==> src/rtl/draw_pkg.sv <==
// Shared definitions for the draw-port arbiter.
//   - requester index constants (background, bird, wall)
//   - arbiter state encoding
//   - default coordinate/colour widths and watchdog limit
package draw_pkg;

  localparam int N_REQ = 3;

  localparam logic [1:0] REQ_BG   = 2'd0;
  localparam logic [1:0] REQ_BIRD = 2'd1;
  localparam logic [1:0] REQ_WALL = 2'd2;

  localparam int DEF_X_W      = 8;
  localparam int DEF_Y_W      = 7;
  localparam int DEF_C_W      = 3;
  localparam int DEF_MAX_HOLD = 20000;

  typedef enum logic [1:0] {
    IDLE    = 2'd0,
    GRANT   = 2'd1,
    RELEASE = 2'd2
  } state_e;

endpackage

==> src/rtl/rr_pick3.sv <==
// Combinational round-robin picker for three requesters.
// Ports:
//   eligible_i  requesters that may be granted now
//   rr_i        index of the most recent owner (search starts after it)
//   owner_o     chosen requester index (valid only when valid_o)
//   valid_o     at least one requester is eligible
module rr_pick3
  import draw_pkg::*;
(
  input  logic [N_REQ-1:0] eligible_i,
  input  logic [1:0]       rr_i,
  output logic [1:0]       owner_o,
  output logic             valid_o
);

  logic [1:0] cand;

  // Search rr+1, rr+2, rr+3 (mod 3); the first eligible index wins.
  always_comb begin
    owner_o = REQ_BG;
    valid_o = 1'b0;
    cand    = REQ_BG;
    for (int k = 1; k <= 3; k++) begin
      cand = 2'((int'(rr_i) + k) % 3);
      if (!valid_o && eligible_i[cand]) begin
        valid_o = 1'b1;
        owner_o = cand;
      end
    end
  end

endmodule

==> src/rtl/draw_arbiter.sv <==
// Shares the single VGA plot port between the background, bird and wall
// draw datapaths. Each requester is granted at most once per frame in
// round-robin order; a watchdog forces release of a stuck owner.
// Ports:
//   clk, resetn              clock, synchronous active-low reset
//   frame_tick               start-of-frame pulse, clears the served mask
//   req/pix_valid/done       per-requester request, pixel valid, last pixel
//   x_in/y_in/colour_in      packed per-requester pixel data (slot i = req i)
//   gnt                      one-hot grant (or zero)
//   plot, vga_x/y/colour     registered write port to vga_adapter
//   busy                     state is GRANT or RELEASE
//   frame_done               pulse when all three have been served
//   timeout_err              sticky watchdog flag
//   dbg_state_o/dbg_served_o internal state and served mask, for observation
//
// Handshake: a requester holds req until it sees its gnt bit. While granted
// it drives one pixel per cycle with pix_valid; done qualified by pix_valid
// marks the last pixel, which is still plotted. The grant then drops for one
// RELEASE cycle before the next owner is chosen.
module draw_arbiter
  import draw_pkg::*;
#(
  parameter int X_W      = DEF_X_W,
  parameter int Y_W      = DEF_Y_W,
  parameter int C_W      = DEF_C_W,
  parameter int MAX_HOLD = DEF_MAX_HOLD
) (
  input  logic               clk,
  input  logic               resetn,
  input  logic               frame_tick,
  input  logic [N_REQ-1:0]   req,
  input  logic [N_REQ-1:0]   pix_valid,
  input  logic [N_REQ-1:0]   done,
  input  logic [3*X_W-1:0]   x_in,
  input  logic [3*Y_W-1:0]   y_in,
  input  logic [3*C_W-1:0]   colour_in,
  output logic [N_REQ-1:0]   gnt,
  output logic               plot,
  output logic [X_W-1:0]     vga_x,
  output logic [Y_W-1:0]     vga_y,
  output logic [C_W-1:0]     vga_colour,
  output logic               busy,
  output logic               frame_done,
  output logic               timeout_err,
  output state_e             dbg_state_o,
  output logic [N_REQ-1:0]   dbg_served_o
);

  localparam int HOLD_W = $clog2(MAX_HOLD + 1);

  state_e             state_q;
  logic [N_REQ-1:0]   gnt_q, served_q, served_d;
  logic [1:0]         rr_q, owner_q;
  logic [HOLD_W-1:0]  hold_q;
  logic               plot_q, frame_done_q, frame_done_d, timeout_err_q;
  logic [X_W-1:0]     vga_x_q;
  logic [Y_W-1:0]     vga_y_q;
  logic [C_W-1:0]     vga_colour_q;

  logic [N_REQ-1:0]   eligible, set_mask;
  logic [1:0]         pick_owner;
  logic               pick_valid;
  logic               own_valid, own_done, release_now, force_now;
  logic [X_W-1:0]     own_x;
  logic [Y_W-1:0]     own_y;
  logic [C_W-1:0]     own_c;

  assign eligible = req & ~served_q;

  rr_pick3 u_pick (
    .eligible_i (eligible),
    .rr_i       (rr_q),
    .owner_o    (pick_owner),
    .valid_o    (pick_valid)
  );

  // Only the current owner's lanes are looked at; others are ignored.
  assign own_valid = pix_valid[owner_q];
  assign own_done  = done[owner_q];
  assign own_x     = x_in[owner_q*X_W +: X_W];
  assign own_y     = y_in[owner_q*Y_W +: Y_W];
  assign own_c     = colour_in[owner_q*C_W +: C_W];

  // A normal finish takes priority over the watchdog on the same cycle.
  always_comb begin
    release_now = 1'b0;
    force_now   = 1'b0;
    set_mask    = '0;
    if (state_q == GRANT) begin
      if (own_valid && own_done) begin
        release_now = 1'b1;
      end else if (hold_q == HOLD_W'(MAX_HOLD - 1)) begin
        release_now = 1'b1;
        force_now   = 1'b1;
      end
      if (release_now) set_mask = 3'b001 << owner_q;
    end
  end

  // frame_done reflects completion even when frame_tick clears the mask
  // on the same edge.
  assign frame_done_d = ((served_q | set_mask) == 3'b111) && (served_q != 3'b111);
  assign served_d     = frame_tick ? 3'b000 : (served_q | set_mask);

  always_ff @(posedge clk) begin
    if (!resetn) begin
      state_q       <= IDLE;
      gnt_q         <= '0;
      plot_q        <= 1'b0;
      vga_x_q       <= '0;
      vga_y_q       <= '0;
      vga_colour_q  <= '0;
      frame_done_q  <= 1'b0;
      timeout_err_q <= 1'b0;
      served_q      <= '0;
      rr_q          <= REQ_WALL;
      owner_q       <= REQ_BG;
      hold_q        <= '0;
    end else begin
      served_q     <= served_d;
      frame_done_q <= frame_done_d;
      if (force_now) timeout_err_q <= 1'b1;
      case (state_q)
        IDLE: begin
          plot_q <= 1'b0;
          if (pick_valid) begin
            state_q <= GRANT;
            gnt_q   <= 3'b001 << pick_owner;
            owner_q <= pick_owner;
            rr_q    <= pick_owner;
            hold_q  <= '0;
          end
        end
        GRANT: begin
          plot_q       <= own_valid && !force_now;
          vga_x_q      <= own_x;
          vga_y_q      <= own_y;
          vga_colour_q <= own_c;
          if (release_now) begin
            state_q <= RELEASE;
            gnt_q   <= '0;
          end else begin
            hold_q <= hold_q + HOLD_W'(1);
          end
        end
        RELEASE: begin
          plot_q  <= 1'b0;
          state_q <= IDLE;
        end
        default: begin
          state_q <= IDLE;
          gnt_q   <= '0;
          plot_q  <= 1'b0;
        end
      endcase
    end
  end

  assign gnt          = gnt_q;
  assign plot         = plot_q;
  assign vga_x        = vga_x_q;
  assign vga_y        = vga_y_q;
  assign vga_colour   = vga_colour_q;
  assign busy         = (state_q != IDLE);
  assign frame_done   = frame_done_q;
  assign timeout_err  = timeout_err_q;
  assign dbg_state_o  = state_q;
  assign dbg_served_o = served_q;

endmodule

==> config.mk <==
export PLATFORM = sky130hd
export DESIGN_NAME = draw_arbiter
export DESIGN_NICKNAME = d
export VERILOG_FILES = /design/src/rtl/draw_pkg.sv /design/src/rtl/rr_pick3.sv /design/src/rtl/draw_arbiter.sv
export SDC_FILE = /design/constraint.sdc
export NUM_CORES = 1
export LEC_CHECK = 0
export CORE_UTILIZATION = 40
export DETAILED_ROUTE_END_ITERATION = 7
export PLACE_DENSITY_LB_ADDON = 0.2
export SYNTH_ARGS = -nofsm -noshare
export SYNTH_HDL_FRONTEND = slang
export SYNTH_SLANG_ARGS = --single-unit
==> constraint.sdc <==
create_clock -name clk -period 2.6 [get_ports clk]
set_clock_uncertainty 0.2 [all_clocks]
set_input_delay 0.52 -clock clk [delete_from_list [all_inputs] [get_ports clk]]
set_output_delay 0.52 -clock clk [all_outputs]
set_load 0.05 [all_outputs]
**Word level (Yosys, flattened, before mapping)**

Cells that the tools add are included.

- Add/subtract/negate cells: 4
- $mul: 2
- Divide/modulo/power cells: 3
- $lt $le $gt $ge: 4
- Equal/unequal tests: 8
- Shifts and indexed selects: 5
- Muxes and demuxes: 33
- Bitwise logic cells: 5
- Reductions and logical operators: 17

Operators by type and width:

| cell | count |
|---|---|
| $mod 32x3->32 const B | 3 |
| $mux 15 | 2 |
| $pmux 15 s2 | 1 |
| $shiftx 24x6->8 | 1 |
| $shiftx 21x6->7 | 1 |
| $add 15x1->15 const B | 1 |
| $eq 15x15->1 const B | 1 |
| $mux 1 | 14 |
| $lt 2x3->1 const B | 4 |
| $mux 3 | 4 |
| $bmux 1 s2 | 5 |
| $mux 2 | 5 |
| $pmux 3 s3 | 1 |
| $shiftx 9x5->3 | 1 |
| $add 2x2->3 const B | 2 |
| $ne 2x2->1 const B | 3 |
| $reduce_and 2->1 | 3 |
| $reduce_and 3->1 | 2 |
| $shl 1x2->3 const A | 2 |
| $logic_and 1x1->1 | 5 |
| $mul 2x3->5 const B | 1 |
| $mul 2x2->4 const B | 1 |
| $pmux 2 s2 | 1 |
| $reduce_bool 2->1 | 2 |
| other kinds (12) | 15 |

- Flip-flop bits (word level): 48
- Input port bits: 66
- Output and inout bits: 30
- Word-level logic and storage cells: 93

**Longest topological paths before layout**

Gate-level depths: netlist of the first run.

- Word-level depth: 14
- Gate-level depth with buffers: 11
- Mapped depth without buffers: 8

**By module**

A second synthesis of the first run with hierarchy kept.

- Cells, all modules: 295
- Area total of the unflattened synthesis: 2538.7 um^2

Modules (own cells, without submodules):

| module | instances | cells each | area an instance (um^2) | sequential area each (um^2) |
|---|---|---|---|---|
| draw_arbiter | 1 | 275 | 2407.3 | 940.9 |
| rr_pick3 | 1 | 20 | 131.4 | 0.0 |

**Worst setup path before layout of the first run**

Ideal clock, no wire load.

- Kind: flip-flop to flip-flop
- Start point: register rr_q[0]
- End point: register gnt_q[0], in the netlist gnt[0]
- Library setup time: 0.092 ns
- Arrival time: 2.113 ns
- Required time: 2.308 ns
- Slack: 0.194 ns
- Cell stages (with the launch flop): 11
- Buffers on the path: 2
- Clock period less this slack: 2.406 ns
- Cells stage by stage: dfxtp_1 > buf_2 > buf_2 > inv_1 > ha_1 > nor2b_1 > o21bai_1 > o211ai_2 > o31ai_1 > nand2_1 > o32ai_1

- Longest elaborated chain between the ends: 14
- Elaborated cells between the ends (all ways): 27
- Classes of those cells: add/sub (3); div (3); eq/ne (1); shift (1); mux (14); reduce/logical (5)

RTL lines:

| element | line | RTL |
|---|---|---|
| start, declared | draw_arbiter.sv:53 | `logic [1:0] rr_q, owner_q;` |
| start signal, assigned | draw_arbiter.sv:130 | `rr_q <= pick_owner;` |
| $add 2x1->3 | rr_pick3.sv:24 | `cand = 2'((int'(rr_i) + k) % 3);` |
| $mod 32x3->32 | rr_pick3.sv:24 |  |
| $bmux 1 s2 | rr_pick3.sv:25 | `if (!valid_o && eligible_i[cand]) begin` |
| $mux 1 (not written as such) | rr_pick3.sv:25 |  |
| $mux 1 | rr_pick3.sv:25 |  |
| $logic_not 1->1 | rr_pick3.sv:25 |  |
| $logic_and 1x1->1 | rr_pick3.sv:25 |  |
| $mux 1 | rr_pick3.sv:25 |  |
| $logic_not 1->1 | rr_pick3.sv:25 |  |
| $logic_and 1x1->1 | rr_pick3.sv:25 |  |
| $mux 2 | rr_pick3.sv:25 |  |
| $shl 1x2->3 | draw_arbiter.sv:128 | `gnt_q <= 3'b001 << pick_owner;` |
| $mux 3 | draw_arbiter.sv:126 | `if (pick_valid) begin` |
| $pmux 3 s3 | draw_arbiter.sv:123 | `case (state_q)` |
| end signal, assigned | draw_arbiter.sv:128 |  |
| end, declared | draw_arbiter.sv:52 | `logic [N_REQ-1:0] gnt_q, served_q, served_d;` |

Several ways; a longest one is shown, not always the timed one. The select of a mux whose other input is x is not followed.
A chain may end at the register's enable or synchronous reset.

**Final worst setup path of the first run**

- Start point: register state_q[1], in the netlist dbg_state_o[1]
- End point: output busy

- Longest elaborated chain between the ends: 1

RTL lines:

| element | line | RTL |
|---|---|---|
| start, declared | draw_arbiter.sv:51 | `state_e state_q;` |
| start signal, assigned | draw_arbiter.sv:107 | `state_q <= IDLE;` |
| start signal, assigned | draw_arbiter.sv:127 | `state_q <= GRANT;` |
| start signal, assigned | draw_arbiter.sv:140 | `state_q <= RELEASE;` |
| $reduce_bool 2->1 | draw_arbiter.sv:164 | `assign busy = (state_q != IDLE);` |
| end, declared | draw_arbiter.sv:42 | `output logic busy,` |

No other way between the ends.

==> results of run 1 <==
==> power by group <==
part | switching (W) | internal [W]
Combinational | 0.00133 | 0.000881
Clock | 0.000255 | 0.000218
Sequential | 0.000115 | 0.000877
==> through the flow <==
stage / util (%) / cells / area [um^2] / hold WS [ps] / worst slack, ps
after floorplan: - / 306 / 2560 / 272 / 194
after global placement: 60.7 / 477 / 3660 / 252 / 135
after detailed placement: 60.7 / 477 / 3660 / 253 / 75.9
after CTS: 62.3 / 485 / 3750 / 270 / 117
after global routing: 62.4 / 485 / 3760 / 285 / 13.2
final: 62.4 / 485 / 3760 / 269 / 108
==> timing repair <==
action                     CTS  global route
setup endpoints to repair    0             4
setup buffers                0             0
gates resized for setup      0             1
==> metal layers <==
| metal | track usage (%) | wire length (um) | part of all wire, % |
|---|---|---|---|
| met5 | 0 | 0 | 0 |
| met4 | 8.95 | 89 | 1.3 |
| met3 | 6.33 | 482 | 7.0 |
| met2 | 38.3 | 3420 | 49 |
| met1 | 26.0 | 2940 | 42 |
==> worst min-delay path by stage <==
stage | end | from | slack (ps)
after floorplan | hold_q[14] | hold_q[14] | 270
after global placement | timeout_err | timeout_err | 250
after detailed placement | timeout_err | timeout_err | 250
after CTS | gnt[0] | gnt[0] | 270
after global routing | gnt[0] | gnt[0] | 290
final | gnt[0] | gnt[0] | 270
==> worst min-delay path, delay by kind of cell (launching register included) <==
| family | cells | cell delay (ps) |
|---|---|---|
| simple gates | 1 | 50 |
| flops | 1 | 320 |
| compound gates | 1 | 50 |
==> cell type report <==
cell class                      instances  area (um^2)  share of cell area [%]
Multi-Input combinational cell        233         1500                    40.0
Tap cell                               75         93.8                    2.50
Clock buffer                            7         86.3                    2.30
Timing Repair Buffer                  114         1090                    29.1
Inverter                                8         30.0                   0.799
Clock inverter                          1         8.76                   0.233
Sequential cell                        47          941                    25.0
==> synth_stat cells, types with 3 or more instances <==
cell type	number
sky130_fd_sc_hd__a211oi_1	11
sky130_fd_sc_hd__a21oi_1	14
sky130_fd_sc_hd__a221oi_1	6
sky130_fd_sc_hd__and3_1	3
sky130_fd_sc_hd__and4_1	3
sky130_fd_sc_hd__buf_2	7
sky130_fd_sc_hd__clkbuf_1	8
sky130_fd_sc_hd__dfxtp_1	47
sky130_fd_sc_hd__ha_1	4
sky130_fd_sc_hd__inv_1	7
sky130_fd_sc_hd__mux2i_1	18
sky130_fd_sc_hd__nand2_1	19
sky130_fd_sc_hd__nand2b_1	4
sky130_fd_sc_hd__nand3_1	8
sky130_fd_sc_hd__nand4_1	4
sky130_fd_sc_hd__nor2_1	54
sky130_fd_sc_hd__nor2b_1	7
sky130_fd_sc_hd__nor3_1	21
sky130_fd_sc_hd__o21ai_0	5
sky130_fd_sc_hd__o22ai_1	5
sky130_fd_sc_hd__xnor2_1	3
sky130_fd_sc_hd__xor2_1	9
==> flip-flops by register name (all words and copies together), names as in the netlist <==
| signal | cells |
|---|---|
| vga_x | 8 |
| hold_q | 15 |
| frame_done | 1 |
| dbg_state_o | 2 |
| timeout_err | 1 |
| vga_colour | 3 |
| gnt | 3 |
| dbg_served_o | 3 |
| rr_q | 2 |
| owner_q | 1 |
| plot | 1 |
| vga_y | 7 |
==> kinds of logic after synthesis <==
group / count (synthesis)
AO/OA/AOI/OAI: 66
XOR/XNOR: 12
adder cells (fa/ha/maj): 4
buffers and inverters: 26
flip-flops: 47
multiplexers: 18
AND/OR/NAND/NOR: 133
==> metrics, run 1 <==
number of buffers between clock root and the deepest sink 2; area growth from synthesis to layout 47.0%; number of antenna repair diodes 0; startpoint of the most critical register-to-register path rr_q[0]; DIE WIDTH 81.9 um; number of failing setup endpoints in the final timing report 0; area of the mapped netlist 2560 um^2; IO buf count 95; largest net degree at the start of global routing 23; Syn. warnings 0; standard cell with the maximum stage delay on the critical path sky130_fd_sc_hd__clkdlybuf4s50_1; Yosys reg bits between 40 and 50; synth top area cells sky130_fd_sc_hd__dfxtp_1 37%, sky130_fd_sc_hd__nor2_1 7.9%, sky130_fd_sc_hd__mux2i_1 7.0%, sky130_fd_sc_hd__nor3_1 4.1%, sky130_fd_sc_hd__a211oi_1 3.2%; Worst IR Drop VDD 0.547 mV; routed wire length 6930 um; antenna violations before repair 0; critical path, cell by cell nor2_1 -> inv_1 -> clkdlybuf4s50_1; end of the worst register-to-register path gnt[0]; hold crit path type reg2reg; Yosys cell types 50; clock buffers created by TritonCTS 5; Clk Latency, worst-skew pair 300 ps; aggregate global-route resource usage approximately 22%; PwrDens 979 nW/um^2; category of the worst setup path capture point primary output; number of clock sinks 47; standard-cell row count 28; I/O pin cnt 96; commonest cells after routing, fill and taps aside 95 x sky130_fd_sc_hd__clkdlybuf4s50_1, 54 x sky130_fd_sc_hd__nor2_1, 47 x sky130_fd_sc_hd__dfxtp_1; number of cells on the worst hold path 2; delay of the slowest cell on the worst path 800 ps; starting density of the core between 40% and 50%; R2R cell count 8; predominant post-synthesis flop cell sky130_fd_sc_hd__dfxtp_1; share of the synthesized area in the top cell type 36.8%; data arrival time of the critical path approximately 1800 ps; Critical Setup Path Class reg2out; clock-pin slew on the worst setup and hold paths approximately 80 ps; max-capacitance violation count 0; compound-gate portion of the synthesized area between 20% and 30%; WP depth 3; largest fanout of any net on the critical path 8; final count of hold timing violations 0; CTS H-tree depth 2; DR DRC count 0; worst relative slew slack 64.4%; Worst-Margin Slew 532 ps; vias after detailed routing 2598; vias in the first global route 2513; global-route wire length before repair ~11000 um; vertical extent of the die 81.9 um; largest family of logic cells by synthesized area simple AND/OR/NAND/NOR gates; average vias per placed instance about 5.4; CTS tree done; Post-DRT Antenna Nets 0; nets 479; routed length per instance around 14 um; outcome completed; fraction of final layout cells with drive strength greater than 1 9.27%; Leak 1.41 nW; share of synthesized flip-flops with an asynchronous set or reset 0%; total grt overflow 0; maximum frequency from static timing analysis 401 MHz; fraction of the cycle the final worst path needs a little over nine tenths; Final Max Tran Viols 0; quantity of hold-fixing buffers added after cts 0; end point of the critical path busy; adder and majority gate portion of the synthesized area under 10%; post-layout min period roughly 2500 ps; worst setup path startpoint dbg_state_o[1]; Filler Cells Inserted 578; final setup TNS 0 ps; placed wire-length estimate 5430 um; setup repair after global routing missed its margin no; number of synthesized flops with an enable pin 0; fraction of synthesized area in multiplexers between 7 and 8%; Die Area 6710 um^2; number of optimization iterations in the first detailed-route pass 4; count of routing violations after the opening detailed-route iteration 80; Seq/Total Area, Yosys 36.8%; net count after synthesis 376; number of buffers and inverters on the critical path 2; Root Buffer sky130_fd_sc_hd__clkbuf_8; most common cell after layout, fill and taps aside sky130_fd_sc_hd__clkdlybuf4s50_1; parity-gate share of the synthesized area counting xor and xnor cells under 10%; final estimated routing congestion in global placement 0.917; mean instance size in the synthesized netlist 8.35 um^2; dominant cell type by area after synthesis sky130_fd_sc_hd__dfxtp_1; kind of cell with the highest combined delay on the critical path buffers and inverters; power consumption 0.00368 W; launching element type of the critical path flip-flop; number of standard cells after synthesis a little over 300; simple-gate share of the synthesized area 25.4%; placeable core region between 6000 and 7000 um^2; Reg2Reg Setup Slack 180 ps; worst endpoint required time 1880 ps
Power figures use the tool's default switching activity.
==> run 2, diff against run 1 <==
--- a/config.mk
+++ b/config.mk
@@ -8,6 +8,7 @@
 export CORE_UTILIZATION = 40
 export DETAILED_ROUTE_END_ITERATION = 7
 export PLACE_DENSITY_LB_ADDON = 0.2
+export SKIP_CTS_REPAIR_TIMING = 1
 export SYNTH_ARGS = -nofsm -noshare
 export SYNTH_HDL_FRONTEND = slang
 export SYNTH_SLANG_ARGS = --single-unit
==> results of run 2 <==
The final DEF is identical to that of run 1; final timing and power are the same.
